===== src/rtl/uart_tx_sequencer.sv =====
// Byte FIFO plus start/ack/complete sequencer feeding TXBlock; 2 cycles push-to-DATA, 3 to CONTROL=FF.
// Writes while full are dropped and flagged in ovf_o; a start is held off until TXBlock reports idle.
module uart_tx_sequencer #(
  parameter int DEPTH       = 8,
  parameter int AW          = 3,
  parameter int ACK_TIMEOUT = 64
) (
  input  logic          clk_i,
  input  logic          rst_i,
  input  logic          wr_en_i,
  input  logic [7:0]    wr_data_i,
  input  logic          clr_i,
  input  logic [7:0]    tx_status_i,
  output logic [7:0]    tx_control_o,
  output logic [7:0]    tx_data_o,
  output logic          full_o,
  output logic          empty_o,
  output logic [AW:0]   count_o,
  output logic          busy_o,
  output logic          ovf_o,
  output logic          err_o
);

  localparam int CW = $clog2(ACK_TIMEOUT + 1);
  localparam logic [AW:0]   DEPTH_W = (AW + 1)'(DEPTH);
  localparam logic [CW-1:0] ACK_LAST = CW'(ACK_TIMEOUT - 1);

  typedef enum logic [1:0] {IDLE, LOAD, REQ, WAIT_DONE} state_t;

  state_t        state_q, state_d;
  logic [7:0]    mem_q [DEPTH];
  logic [AW-1:0] wr_ptr_q, wr_ptr_d, rd_ptr_q, rd_ptr_d;
  logic [AW:0]   count_q, count_d;
  logic [7:0]    ctrl_q, ctrl_d, data_q, data_d;
  logic [CW-1:0] ack_q, ack_d;
  logic          ovf_q, ovf_d, err_q, err_d;
  logic          full_w, empty_w, push, pop, err_evt;

  assign full_w  = (count_q == DEPTH_W);
  assign empty_w = (count_q == '0);

  always_comb begin
    state_d = state_q;
    ctrl_d  = ctrl_q;
    data_d  = data_q;
    ack_d   = ack_q;
    pop     = 1'b0;
    err_evt = 1'b0;
    case (state_q)
      IDLE: begin
        // Wait for TXBlock idle too, so a frame left over from reset is not clobbered.
        if (!empty_w && tx_status_i == 8'h00) begin
          data_d  = mem_q[rd_ptr_q];
          pop     = 1'b1;
          state_d = LOAD;
        end
      end
      LOAD: begin
        ctrl_d  = 8'hFF;
        ack_d   = '0;
        state_d = REQ;
      end
      REQ: begin
        if (tx_status_i == 8'hFF) begin
          ctrl_d  = 8'h00;
          state_d = WAIT_DONE;
        end else if (ack_q == ACK_LAST) begin
          err_evt = 1'b1;
          ctrl_d  = 8'h00;
          state_d = IDLE;
        end else begin
          ack_d = ack_q + 1'b1;
        end
      end
      WAIT_DONE: begin
        if (tx_status_i == 8'h00) state_d = IDLE;
      end
      default: state_d = IDLE;
    endcase
  end

  always_comb begin
    push     = wr_en_i && !full_w;
    wr_ptr_d = push ? wr_ptr_q + 1'b1 : wr_ptr_q;
    rd_ptr_d = pop  ? rd_ptr_q + 1'b1 : rd_ptr_q;
    count_d  = count_q;
    case ({push, pop})
      2'b10:   count_d = count_q + 1'b1;
      2'b01:   count_d = count_q - 1'b1;
      default: count_d = count_q;
    endcase
    // A new event outranks a coincident clear.
    ovf_d = (ovf_q && !clr_i) || (wr_en_i && full_w);
    err_d = (err_q && !clr_i) || err_evt;
  end

  always_ff @(posedge clk_i) begin
    if (push) mem_q[wr_ptr_q] <= wr_data_i;
  end

  always_ff @(posedge clk_i) begin
    if (rst_i) begin
      state_q  <= IDLE;
      wr_ptr_q <= '0;
      rd_ptr_q <= '0;
      count_q  <= '0;
      ctrl_q   <= 8'h00;
      data_q   <= 8'h00;
      ack_q    <= '0;
      ovf_q    <= 1'b0;
      err_q    <= 1'b0;
    end else begin
      state_q  <= state_d;
      wr_ptr_q <= wr_ptr_d;
      rd_ptr_q <= rd_ptr_d;
      count_q  <= count_d;
      ctrl_q   <= ctrl_d;
      data_q   <= data_d;
      ack_q    <= ack_d;
      ovf_q    <= ovf_d;
      err_q    <= err_d;
    end
  end

  assign tx_control_o = ctrl_q;
  assign tx_data_o    = data_q;
  assign full_o       = full_w;
  assign empty_o      = empty_w;
  assign count_o      = count_q;
  assign busy_o       = (state_q != IDLE);
  assign ovf_o        = ovf_q;
  assign err_o        = err_q;

endmodule


===== config.mk =====
export PLATFORM = sky130hd
export DESIGN_NAME = uart_tx_sequencer
export DESIGN_NICKNAME = d
export VERILOG_FILES = /design/src/rtl/uart_tx_sequencer.sv
export SDC_FILE = /design/constraint.sdc
export NUM_CORES = 1
export LEC_CHECK = 0
export CORE_MARGIN = 1
export CORE_UTILIZATION = 39
export DETAILED_ROUTE_END_ITERATION = 7
export GPL_ROUTABILITY_DRIVEN = 0
export MAX_ROUTING_LAYER = met4
export PLACE_DENSITY = 0.6
export SETUP_SLACK_MARGIN = 0.1
export SLEW_MARGIN = 20
export SYNTH_ARGS = -nofsm -noshare
export SYNTH_HDL_FRONTEND = slang
export SYNTH_SLANG_ARGS = --single-unit

===== constraint.sdc =====
create_clock -name clk_i -period 7.7 [get_ports clk_i]
set_input_delay 1.925 -clock clk_i [delete_from_list [all_inputs] [get_ports clk_i]]
set_output_delay 1.925 -clock clk_i [all_outputs]
set_load 0.02 [all_outputs]

# Word level (Yosys, flattened, before mapping)
# Memory sizes are Yosys's and may differ from the RTL's. A register that Yosys moved wholly into a read port is not among the register bits.
# Index checks and enable logic that the tools add are counted.
# W data, S select, Z words.
dict set report totals {
  regBits 29
  latchBits 0
  mem_bits_rw 64
  rom_bits 0
  input_bits 20
  out_inout_bits 25
  wordCells 66
  memories 1
}
dict set report classes {
  n_addsub 5
  multipliers 0
  div_mod_pow 0
  n_lt_le_gt_ge 0
  n_eq_ne 13
  shifts 0
  muxes 19
  bitwise_logic 0
  n_reduce_logical 20
}
# memory depth word_bits rd rd_ports_with_merged_regs wr line_no
set memory_table {}
lappend memory_table {mem_q 8 8 1 1 1 31} ;# logic [7:0] mem_q [DEPTH];
# op count
set ops {}
lappend ops {{$mux W8} 2}
lappend ops {{$pmux W8 S2} 1}
lappend ops {{$mux W7} 2}
lappend ops {{$pmux W7 S2} 1}
lappend ops {{$eq A8 B8 Y1 const B} 1}
lappend ops {{$logic_not A8 Y1} 1}
lappend ops {{$mux W2} 4}
lappend ops {{$ne A2 B2 Y1 const B} 4}
lappend ops {{$pmux W2 S4} 1}
lappend ops {{$pmux W4 S2} 1}
lappend ops {{$add A7 B1 Y7 const B} 1}
lappend ops {{$eq A7 B6 Y1 const B} 1}
lappend ops {{$mux W1} 7}
lappend ops {{$add A3 B1 Y3 const B} 2}
lappend ops {{$eq A2 B2 Y1 const B} 3}
lappend ops {{$reduce_and A3 Y1} 2}
lappend ops {{$reduce_bool A2 Y1} 3}
lappend ops {{$logic_and A1 B1 Y1} 5}
lappend ops {{$add A4 B1 Y4 const B} 1}
lappend ops {{$eq A2 B1 Y1 const B} 2}
lappend ops {{$eq A4 B4 Y1 const B} 1}
lappend ops {{$logic_not A4 Y1} 1}
lappend ops {{$reduce_and A2 Y1} 2}
lappend ops {{$sub A4 B1 Y4 const B} 1}
lappend ops {{4 further kinds} 7}

# Longest topological paths before layout
# Gate-level depths: netlist of the first run.
dict set report logic_depth {
  word_depth 7
  depth_mapped 11
  ltp_nobuf 10
}

# Least setup slack after synthesis of the first run
# OpenSTA, ideal clock, no wires.
dict set report synth_timing {
  path_kind {input to register}
  start {input tx_status_i[5]}
  end {register count_q[2], in the netlist count_o[2]}
  setup_ns 0.071
  arrival_ns 3.821
  required_time_ns 7.629
  slack_ns 3.808
  stages 10
  n_path_buf 1
  cell_sequence {nor4_2 and4b_1 buf_4 ha_1 xor2_1 ha_1 a21oi_1 xor2_1 or3_1 a21oi_1}
}
dict set report synth_between {
  elab_chain_len 6
  elab_cells_between_ends 8
  cone_classes {eq/ne: 2; mux: 3; reduce/logical: 3}
}
# item line_no
set synth_rtl {}
lappend synth_rtl {{from (decl)} 13} ;# input logic [7:0] tx_status_i,
lappend synth_rtl {{$logic_not A8 Y1 (*)} 52} ;# if (!empty_w && tx_status_i == 8'h00) begin
lappend synth_rtl {{$logic_and A1 B1 Y1 (*)} 52}
lappend synth_rtl {{$mux W1 (*)} 52}
lappend synth_rtl {{$mux W1 (*)} 49} ;# case (state_q)
lappend synth_rtl {{named net pop} 37} ;# logic full_w, empty_w, push, pop, err_evt;
lappend synth_rtl {{$eq A2 B1 Y1 / $eq A2 B2 Y1 (equally long branches)} 87} ;# case ({push, pop})
lappend synth_rtl {{$pmux W4 S2 / $reduce_bool A2 Y1 (equally long branches)} --}
lappend synth_rtl {{to (signal assigned)} 116} ;# count_q <= count_d;
lappend synth_rtl {{to (decl)} 33} ;# logic [AW:0] count_q, count_d;
# Mark *: on every way through the listed nets, which the timed path passes. The rest lies on a longest branch.
# A chain may end at the register's enable or synchronous reset.

# Worst setup path in the final report of the first run
dict set report layout_timing {
  start {input tx_status_i[5]}
  end {register count_q[2], in the netlist count_o[2]}
}
dict set report layout_between {
  elab_chain_len 6
  elab_cells_between_ends 8
  cone_classes {eq/ne: 2; mux: 3; reduce/logical: 3}
}
# item line_no
set layout_rtl {}
lappend layout_rtl {{$logic_not A8 Y1 (*)} 52}
lappend layout_rtl {{$logic_and A1 B1 Y1 (*)} 52}
lappend layout_rtl {{$mux W1 (*)} 52}
lappend layout_rtl {{$mux W1 (*)} 49}
lappend layout_rtl {{$eq A2 B1 Y1 / $eq A2 B2 Y1 (equally long branches)} 87}
lappend layout_rtl {{$pmux W4 S2 / $reduce_bool A2 Y1 (equally long branches)} --}
# Every way passes the cells marked *; elsewhere a longest branch is shown, timed or not.

==> results of run 1 <==
cells by family (layout without fill, tap and decap cells):
logic type      after synthesis  after routing  synth area share [%]
compound gates               47             47                 8.900
simple gates                 69             69                 9.023
mux                          26             26                 11.41
flops                        94             94                 62.51
xor+xnor                      7              7                 1.519
buf+inv                      25             71                 3.535
fa+ha+maj                    10             10                 3.101
critical path, delay by kind of cell:
family / cells / cell delay, ns
xor gates and xnor gates: 2 / 0.34
and+or+nand+nor: 3 / 1.50
adders and majority gates: 2 / 0.57
AOI/OAI and AO/OA: 2 / 0.18
buffers and inverters: 1 / 0.44
registers in the layout, indices dropped and copies added (netlist names), 2 cells and up:
signal     flops
wr_ptr_q       3
mem_q         64
rd_ptr_q       3
state_q        2
count_o        4
tx_data_o      8
ack_q          7
how the worst max path moves through the flow:
stage,to
5_1_grt,count_o[2]$_SDFFE_PP0P_
3_3_place_gp,count_o[2]$_SDFFE_PP0P_
2_1_floorplan,count_o[2]$_SDFFE_PP0P_
3_5_place_dp,count_o[2]$_SDFFE_PP0P_
4_1_cts,count_o[2]$_SDFFE_PP0P_
6_report,count_o[2]$_SDFFE_PP0P_
through the flow:
| step | power [mW] | hold slack (ns) | setup WS, ns |
|---|---|---|---|
| 2_1_floorplan | 0.6861 | 0.4478 | 3.808 |
| 3_3_place_gp | 0.7416 | 0.4600 | 2.722 |
| 3_5_place_dp | 0.7445 | 0.4624 | 2.640 |
| 4_1_cts | 1.065 | 0.4776 | 3.008 |
| 5_1_grt | 1.095 | 0.4946 | 2.843 |
| 6_report | 1.051 | 0.4774 | 3.035 |
layer usage:
| metal | share of wire [%] | routed length (um) | track usage (%) | up-vias |
|---|---|---|---|---|
| met2 | 47 | 3424 | 22.20 | 47 |
| met5 | 0 | 0 | - | - |
| li1 | - | - | - | 1145 |
| met3 | 3.7 | 265 | 3.902 | 7 |
| met4 | 1.3 | 91 | 5.408 | 0 |
| met1 | 48 | 3475 | 19.81 | 1132 |
cell type report:
| class | count | area, um2 | share of cell area [%] |
|---|---|---|---|
| repair buffers | 48 | 470.5 | 9.861 |
| inverters | 7 | 26.28 | 0.5507 |
| clock inverters | 7 | 76.32 | 1.600 |
| flip-flops and latches | 94 | 2522 | 52.87 |
| multi-input cells | 159 | 1385 | 29.03 |
| well taps | 133 | 166.4 | 3.488 |
| clock buffers | 9 | 123.9 | 2.596 |
power by group through the flow:
stage          sequential (mW)  combinational (mW)  clock [mW]
4_1_cts                  0.568               0.165       0.332
3_3_place_gp             0.578               0.164           0
3_5_place_dp             0.580               0.165           0
2_1_floorplan            0.580               0.106           0
6_report                 0.567               0.164       0.320
5_1_grt                  0.570               0.177       0.348
synth_stat cells, drive strengths merged, types with 7 or more instances:
cell	n	area share, %
o21ai	10	1.2
a21oi	15	1.9
edfxtp	64	48
inv	7	0.65
buf	15	2.6
nor2	26	2.4
ha	10	3.1
nand2	15	1.4
dfxtp	30	15
mux4	16	8.9
a211oi	8	2.5
mux2i	10	2.5
==> results.ini, run 1 <==
[status]
status = complete, no violations

[critical_path]
cp-startpoint = tx_status_i[5]
cp_cell_sequence = clkdlybuf4s50_1 > nor4_2 > and4b_1 > ha_1 > xor2_1 > ha_1 > a21oi_1 > xor2_1 > or3_1 > a21oi_1
crit_slowest_cell = and4b_1
arrival_ns = 4.97
critical_path_required_ns = 8.00
critPathCaptureType = register
critPathKind = primary input to register
worstRegToRegCells = 9
worstPathMaxFanout = 21
rr_startpoint = count_o[1]$_SDFFE_PP0P_
worst-r2r-setup-slack_ns = 4.70
slowest_delay_ns = 0.85
r2r-end = count_o[2]$_SDFFE_PP0P_
start_kind = primary input

[timing]
final-hold-violation-count = 0
setup-violations-final = 0
slew_headroom_pct = 39.14
finalClockSkew_ns = 0.01051
min_period_ns = 4.665
setup_tns_ns = 0
worstMarginPinSlew_ns = 0.9116
fmax_ghz = 0.2144
rsz0062_at_grt = false
final-max-slew-violation-count = 0
min_period_over_period_pct = 60.58

[synth]
synth.distinct_cells = 49
synthArstFlopShare_pct = 0
synth-seq-cells = 94
synth-edff-count = 64
yosysWarningCount = 0
synth_ff_type = edfxtp_1
synth_area_um2 = 4035
ys_seq_area_share_pct = 62.51
syn_avg_cell_area_um2 = 14.51
synth_nets = 308
synth_cells = 278

[global_route]
grt_pass1_wl_mm = 11.84
grt_use_total_pct = 14.94
grt_antenna_before_repair = 0
gr-total-overflow = 0
grt_max_degree = 32
grt_pass1_vias = 2247

[power_and_ir_drop]
power_frac_seq_pct = 54.0
leakage_nw = 1.506
irDropWorstVdd_mv = 0.09521
clockPowerShare_pct = 30.4
swShare_pct = 28.01
powerDensity_nw_per_um2 = 220.3
p_sw_uw = 294.4
internal_power_uw = 756.8
power_frac_comb_pct = 15.6

[drt]
dr.first_iter.drc_count = 83
viasPerCell = 5.101
antenna_left = 0
drc_errors = 0
wire_per_inst_um = 15.88
dr.pass1.iters = 4
routed_wl_mm = 7.257
num_vias = 2331

[floorplanning]
dieArea_um2 = 10760
start_util_pct = 40.72
fp-row-count = 36
core_um2 = 9910
ios = 45
die_w_um = 103.7
die_h_um = 103.7

[cells_and_area]
antennaDiodeCount = 0
mostFrequentLayoutCells = 64 x edfxtp_1, 44 x clkdlybuf4s50_1, 30 x dfxtp_1
stdcell_area_um2 = 4771
area_delta_synth_final_pct = 18.23
drive_gt1_share_pct = 16.98
finalNonFillerCells = 457
final_common_cell = edfxtp_1
nets = 349
nFillCells = 873
post-route-util_pct = 48.14

[hold_path]
worstHoldEndpoint = err_o$_SDFF_PP0_
min_from = err_o$_SDFF_PP0_
hold_class = register to register
holdPathStages = 2

[clock_tree]
htree_levels = 3
ctsResizeCount = 0
insertion_delay_ns = 0.36
hold_buffers = 0
cts_buffers = 9
cts_sinks = 94
cts.clk_slew.worst_paths_ns = 0.10
postCtsSetupRepairBufs = 0
clock_path_buffers = 2
cts_tree = yes
clk_root_buffer_cell = clkbuf_8

[placement]
port_buffers = 44
placed_area_um2 = 4571
dpl.cell_count = 441
dp_hpwl_mm = 4.788

[job]
cap_violations = 0

(Power assumes the default switching activity.)
==> run 2: changes to the inputs <==
--- a/config.mk
+++ b/config.mk
@@ -10,7 +10,7 @@
 export DETAILED_ROUTE_END_ITERATION = 7
 export GPL_ROUTABILITY_DRIVEN = 0
 export MAX_ROUTING_LAYER = met4
-export PLACE_DENSITY = 0.6
+export PLACE_DENSITY = 0.62
 export SETUP_SLACK_MARGIN = 0.1
 export SLEW_MARGIN = 20
 export SYNTH_ARGS = -nofsm -noshare
==> constraint.sdc (replaced) <==
create_clock -name clk_i -period 3.85 [get_ports clk_i]
set_input_delay 0.9625 -clock clk_i [delete_from_list [all_inputs] [get_ports clk_i]]
set_output_delay 0.9625 -clock clk_i [all_outputs]
set_load 0.02 [all_outputs]
==> run 2 against run 1 <==
- register-to-register slack lost 3.5 ns
- worst hold slack lost 0.0013 ns
- clock skew is essentially flat
- global-route usage grew 0.91 points
- routed wire length grew 5.9%
- die area is the same
- final cell count grew 1.8%
- critical endpoint unchanged
==> results.ini, run 2 (same netlist as run 1, synthesis figures left out) <==
[critical_path]
worstPathMaxFanout = 5  ; was 21
worst-r2r-setup-slack_ns = 1.19  ; was 4.70 ns
critPathKind = primary input to register  ; unchanged
r2r-end = count_o[3]$_SDFFE_PP0P_  ; was count_o[2]$_SDFFE_PP0P_
rr_startpoint = count_o[2]$_SDFFE_PP0P_  ; was count_o[1]$_SDFFE_PP0P_
cp_cell_sequence = clkdlybuf4s50_1 > nor4_2 > and4b_1 > ha_1 > xor2_1 > ha_1 > a21oi_1 > xor2_1 > or3_1 > a21oi_1  ; unchanged
start_kind = primary input  ; unchanged
crit_slowest_cell = clkdlybuf4s50_1  ; was and4b_1
arrival_ns = 3.38  ; was 4.97 ns
worstRegToRegCells = 9  ; unchanged
slowest_delay_ns = 0.43  ; was 0.85 ns
critical_path_required_ns = 4.13  ; was 8.00 ns
critPathCaptureType = register  ; unchanged

[drt]
wire_per_inst_um = 16.52  ; was 15.88 um
num_vias = 2428  ; was 2331
viasPerCell = 5.222  ; was 5.101
drc_errors = 0  ; unchanged
routed_wl_mm = 7.683  ; was 7.257 mm
antenna_left = 0  ; unchanged
dr.first_iter.drc_count = 102  ; was 83
dr.pass1.iters = 4  ; unchanged

[clock_tree]
clock_path_buffers = 2  ; unchanged
ctsResizeCount = 0  ; unchanged
insertion_delay_ns = 0.37  ; was 0.36 ns
cts_buffers = 9  ; unchanged
cts.clk_slew.worst_paths_ns = 0.09  ; was 0.10 ns
cts_tree = yes  ; unchanged
postCtsSetupRepairBufs = 0  ; unchanged
htree_levels = 3  ; unchanged
clk_root_buffer_cell = clkbuf_8  ; unchanged
cts_sinks = 94  ; unchanged
hold_buffers = 0  ; unchanged

[floorplanning]
ios = 45  ; unchanged
core_um2 = 9910  ; unchanged
die_h_um = 103.7  ; unchanged
fp-row-count = 36  ; unchanged
dieArea_um2 = 10760  ; unchanged
start_util_pct = 40.72  ; unchanged
die_w_um = 103.7  ; unchanged

[timing]
final-hold-violation-count = 0  ; unchanged
fmax_ghz = 0.3229
worstMarginPinSlew_ns = 0.8844  ; was 0.9116 ns
slew_headroom_pct = 40.96  ; was 39.14%
setup_tns_ns = 0  ; unchanged
finalClockSkew_ns = 0.01024  ; was 0.01051 ns
rsz0062_at_grt = false  ; unchanged
min_period_over_period_pct = 80.43
setup-violations-final = 0  ; unchanged
final-max-slew-violation-count = 0  ; unchanged
min_period_ns = 3.097

[global_route]
grt_antenna_before_repair = 0  ; unchanged
grt_use_total_pct = 15.86  ; was 14.94%
grt_pass1_vias = 2360  ; was 2247
grt_pass1_wl_mm = 12.58  ; was 11.84 mm
gr-total-overflow = 0  ; unchanged
grt_max_degree = 21  ; was 32

[hold_path]
worstHoldEndpoint = err_o$_SDFF_PP0_  ; unchanged
holdPathStages = 2  ; unchanged
hold_class = register to register  ; unchanged
min_from = err_o$_SDFF_PP0_  ; unchanged

[cells_and_area]
drive_gt1_share_pct = 18.07  ; was 16.98%
area_delta_synth_final_pct = 20.03  ; was 18.23%
final_common_cell = edfxtp_1  ; unchanged
largest_register = mem_q  ; unchanged
finalNonFillerCells = 465  ; was 457
mostFrequentLayoutCells = 64 x edfxtp_1, 44 x clkdlybuf4s50_1, 30 x dfxtp_1  ; unchanged
antennaDiodeCount = 0  ; unchanged
largest_reg_flops = 64  ; unchanged
nets = 357  ; was 349

[placement]
dp_hpwl_mm = 5.106  ; was 4.788 mm
port_buffers = 44  ; unchanged
dpl.cell_count = 449  ; was 441

[power_and_ir_drop]
powerDensity_nw_per_um2 = 454.7  ; was 220.3 nW/um2
irDropWorstVdd_mv = 0.2370  ; was 0.09521 mV
leakage_nw = 1.548  ; was 1.506 nW

[status]
status = complete, no violations  ; unchanged

[job]
cap_violations = 0  ; unchanged

[run 2: cell types whose count changed in the layout (fill, tap and decap cells not counted)]
cell        delta
clkinv_8       -1
bufinv_16      +2
buf_4          +8
nor3_2         -3
nor3_1         +3
clkinvlp_4     +2
inv_6          +2
inv_8          -2
clkinv_4       -3
[run 2: layer usage]
| layer | routed length, um | GRT usage (%) |
|---|---|---|
| met5 | 0 | - |
| met4 | 138 | 6.735 |
| met3 | 255 | 3.713 |
| met2 | 3592 | 24.02 |
| met1 | 3696 | 20.51 |
[run 2: area by class of cell]
type	instances	area [um2]
Clock buffer	9	123.9
Multi-Input combinational cell	159	1370
Sequential cell	94	2522
Inverter	7	26.28
Fill cell	867	5066
Timing Repair Buffer	56	530.5
Tap cell	133	166.4
Clock inverter	7	103.9
[run 2: report_power, final]
part | internal (mW) | switching [mW]
registers | 1.11 | 0.0261
logic | 0.149 | 0.181
clock network | 0.375 | 0.363
total | 1.63 | 0.570
[run 2: worst max path at each step]
stage | startpoint | to
after floorplan | tx_status_i[5] | count_o[2]$_SDFFE_PP0P_
after global placement | tx_status_i[1] | count_o[3]$_SDFFE_PP0P_
after detailed placement | tx_status_i[1] | count_o[2]$_SDFFE_PP0P_
after CTS | tx_status_i[5] | count_o[2]$_SDFFE_PP0P_
after global routing | tx_status_i[1] | count_o[2]$_SDFFE_PP0P_
final | tx_status_i[1] | count_o[2]$_SDFFE_PP0P_
[run 2: metrics by stage]
step	util, %	worst slack [ns]	total power, mW	hold slack, ns	area [um2]
floorplan	-	0.9205	1.372	0.4478	4035
global placement	46.58	0.5017	1.486	0.4601	4616
detailed placement	46.58	0.4574	1.490	0.4722	4616
CTS	48.88	0.7446	2.225	0.4854	4843
global route	48.88	0.6493	2.290	0.5028	4843
finish	48.88	0.7534	2.202	0.4761	4843
[run 2: worst max-delay path: cells and delay by family]
kind            cells  cell delay [ns]
simple gates        3             0.96
fa+ha+maj           2             0.44
buf+inv             1             0.43
xor+xnor            2             0.37
compound gates      2             0.20
==> run 3: changes to the inputs <==
==> constraint.sdc (replaced) <==
create_clock -name clk_i -period 2.6 [get_ports clk_i]
set_input_delay 0.65 -clock clk_i [delete_from_list [all_inputs] [get_ports clk_i]]
set_output_delay 0.65 -clock clk_i [all_outputs]
set_load 0.02 [all_outputs]
==> run 3 against run 2 <==
- die area stayed put
- global-route usage shrank 0.85 points
- critical path type unchanged
- clock-buffer cell count stayed put
- register-to-register slack got worse by 0.97 ns
- largest cell class unchanged
==> results.ini, run 3 (same netlist as run 1, synthesis figures left out) <==
[timing]
min_period_over_period_pct = 94.08
rsz0062_at_grt = true  ; was false
min_period_ns = 2.446
hold_ws_ns = 0.4766  ; was 0.4761 ns
setup-violations-final = 0  ; unchanged
setup_slack_ns = 0.1538  ; was 0.7534 ns
setup_tns_ns = 0  ; unchanged
slew_headroom_pct = 61.07  ; was 40.96%
worstMarginPinSlew_ns = 0.5832  ; was 0.8844 ns
final-hold-violation-count = 0  ; unchanged
final-max-slew-violation-count = 0  ; unchanged
fmax_ghz = 0.4088
finalClockSkew_ns = 0.01131  ; was 0.01024 ns

[critical_path]
cp-startpoint = tx_status_i[5]  ; was tx_status_i[1]
worstPathMaxFanout = 3  ; was 5
crit_family = simple AND/OR/NAND/NOR gates  ; unchanged
rr_startpoint = count_o[1]$_SDFFE_PP0P_  ; was count_o[2]$_SDFFE_PP0P_
critPathCaptureType = register  ; unchanged
worst-r2r-setup-slack_ns = 0.22  ; was 1.19 ns
crit_slowest_cell = or3_4  ; was clkdlybuf4s50_1
path_common_cell = xor2_1
worstRegToRegCells = 9  ; unchanged
critical_path_required_ns = 2.88  ; was 4.13 ns
start_kind = primary input  ; unchanged
arrival_ns = 2.73  ; was 3.38 ns
critPathKind = primary input to register  ; unchanged
crit_buf_inv = 1  ; unchanged
slowest_delay_ns = 0.37  ; was 0.43 ns
cp_cell_sequence = dlygate4sd2_1 > nor4_4 > and4b_2 > ha_4 > xor2_1 > ha_2 > a21oi_1 > xor2_1 > or3_4 > a21oi_2  ; was clkdlybuf4s50_1 > nor4_2 > and4b_1 > ha_1 > xor2_1 > ha_1 > a21oi_1 > xor2_1 > or3_1 > a21oi_1
r2r-end = count_o[3]$_SDFFE_PP0P_  ; unchanged

[power_and_ir_drop]
internal_power_mw = 2.239  ; was 1.632 mW
irDropWorstVdd_mv = 0.3047  ; was 0.2370 mV
leakage_nw = 1.637  ; was 1.548 nW
power_frac_seq_pct = 54.3  ; was 51.5%
swShare_pct = 27.51  ; was 25.88%
powerDensity_nw_per_um2 = 621.9  ; was 454.7 nW/um2
p_sw_uw = 849.5  ; was 570.0 uW
power_frac_comb_pct = 16.4  ; was 15.0%
clockPowerShare_pct = 29.3  ; was 33.5%
power_mw = 3.088  ; was 2.202 mW

[drt]
wire_per_inst_um = 15.45  ; was 16.52 um
antenna_left = 0  ; unchanged
dr.pass1.iters = 4  ; unchanged
viasPerCell = 5.023  ; was 5.222
dr.first_iter.drc_count = 118  ; was 102
drc_errors = 0  ; unchanged
routed_wl_mm = 7.387  ; was 7.683 mm
num_vias = 2401  ; was 2428

[cells_and_area]
finalNonFillerCells = 478  ; was 465
nets = 370  ; was 357
antennaDiodeCount = 0  ; unchanged
largest_register = mem_q  ; unchanged
nFillCells = 856  ; was 867
post-route-util_pct = 50.11  ; was 48.88%
mostFrequentLayoutCells = 64 x edfxtp_1, 35 x clkdlybuf4s50_1, 29 x dfxtp_1  ; was 64 x edfxtp_1, 44 x clkdlybuf4s50_1, 30 x dfxtp_1
final_common_cell = edfxtp_1  ; unchanged
stdcell_area_um2 = 4966  ; was 4843 um2
largest_reg_flops = 64  ; unchanged
drive_gt1_share_pct = 23.19  ; was 18.07%
area_delta_synth_final_pct = 23.07  ; was 20.03%

[floorplanning]
start_util_pct = 40.72  ; unchanged
ios = 45  ; unchanged
dieArea_um2 = 10760  ; unchanged
die_h_um = 103.7  ; unchanged
fp-row-count = 36  ; unchanged
die_w_um = 103.7  ; unchanged
core_um2 = 9910  ; unchanged

[global_route]
use_met2_pct = 23.11  ; was 24.02%
grt_use_total_pct = 15.00  ; was 15.86%
met3_usage_pct = 3.398  ; was 3.713%
grt_pass1_vias = 2314  ; was 2360
grt_antenna_before_repair = 0  ; unchanged
grt_max_degree = 20  ; was 21
grt_util_met1_pct = 19.79  ; was 20.51%
grt_pass1_wl_mm = 12.06  ; was 12.58 mm
gr-total-overflow = 0  ; unchanged
grt.busiest_layer = met2  ; unchanged

[clock_tree]
clk_root_buffer_cell = clkbuf_8  ; unchanged
cts_sinks = 94  ; unchanged
cts_tree = yes  ; unchanged
clock_path_buffers = 2  ; unchanged
insertion_delay_ns = 0.35  ; was 0.37 ns
cts_buffers = 9  ; unchanged
htree_levels = 3  ; unchanged
cts.clk_slew.worst_paths_ns = 0.09  ; about the same

[placement]
pre_cts_ws_ns = -0.4130  ; was 0.4574 ns
dp_hpwl_mm = 4.975  ; was 5.106 mm
dpl.cell_count = 460  ; was 449
placed_area_um2 = 4746  ; was 4616 um2
port_buffers = 44  ; unchanged

[hold_path]
worstHoldEndpoint = err_o$_SDFF_PP0_  ; unchanged
holdPathStages = 2  ; unchanged
hold_class = register to register  ; unchanged
min_from = err_o$_SDFF_PP0_  ; unchanged

[job]
cap_violations = 0  ; unchanged

[status]
status = complete, no violations  ; unchanged

[run 3: worst max path at each step]
| stage | to | slack (ns) | cells past startpoint |
|---|---|---|---|
| global route | count_o[2]$_SDFFE_PP0P_ | 0.06 | 10 |
| floorplan | count_o[2]$_SDFFE_PP0P_ | 0.1 | 10 |
| CTS | count_o[3]$_SDFFE_PP0P_ | 0.10 | 10 |
| finish | count_o[2]$_SDFFE_PP0P_ | 0.15 | 10 |
| detailed placement | count_o[2]$_SDFFE_PP0P_ | -0.41 | 10 |
| global placement | count_o[2]$_SDFFE_PP0P_ | -0.35 | 10 |
[run 3: area by class of cell]
class                      instances  area (um2)  share of cell area (%)
inverter                           7       26.28                  0.5291
tap                              133       166.4                   3.351
clock inverter                     7       66.31                   1.335
timing repair buffer              69       626.9                   12.62
sequential                        94        2524                   50.82
clock buffer                       9       123.9                   2.494
multi-input combinational        159        1433                   28.85
[run 3: tightest hold or removal path, stage by stage (launching register included)]
cell	delay, ns
dfxtp_1	0.32
nand2b_1	0.06
a21oi_1	0.06
[run 3: timing repair]
action,CTS,global route
endpoints found under the setup margin,2,3
buffers inserted,1,1
endpoints found under the hold margin,0,0
pin swaps,3,8
hold buffers,0,0
resized for setup,8,9
[run 3: routing by layer]
metal  routed length (um)  vias to the layer above
met5                    0                        -
met4                   85                        0
met3                  311                        8
met2                 3545                       57
met1                 3444                     1158
li1                     -                     1178
[run 3: power groups by stage]
stage	registers (mW)	clock network, mW	logic (mW)
after floorplan	1.72	0	0.317
after global placement	1.71	0	0.507
after detailed placement	1.71	0	0.509
after CTS	1.68	0.933	0.508
after global routing	1.68	0.995	0.544
final	1.68	0.904	0.508
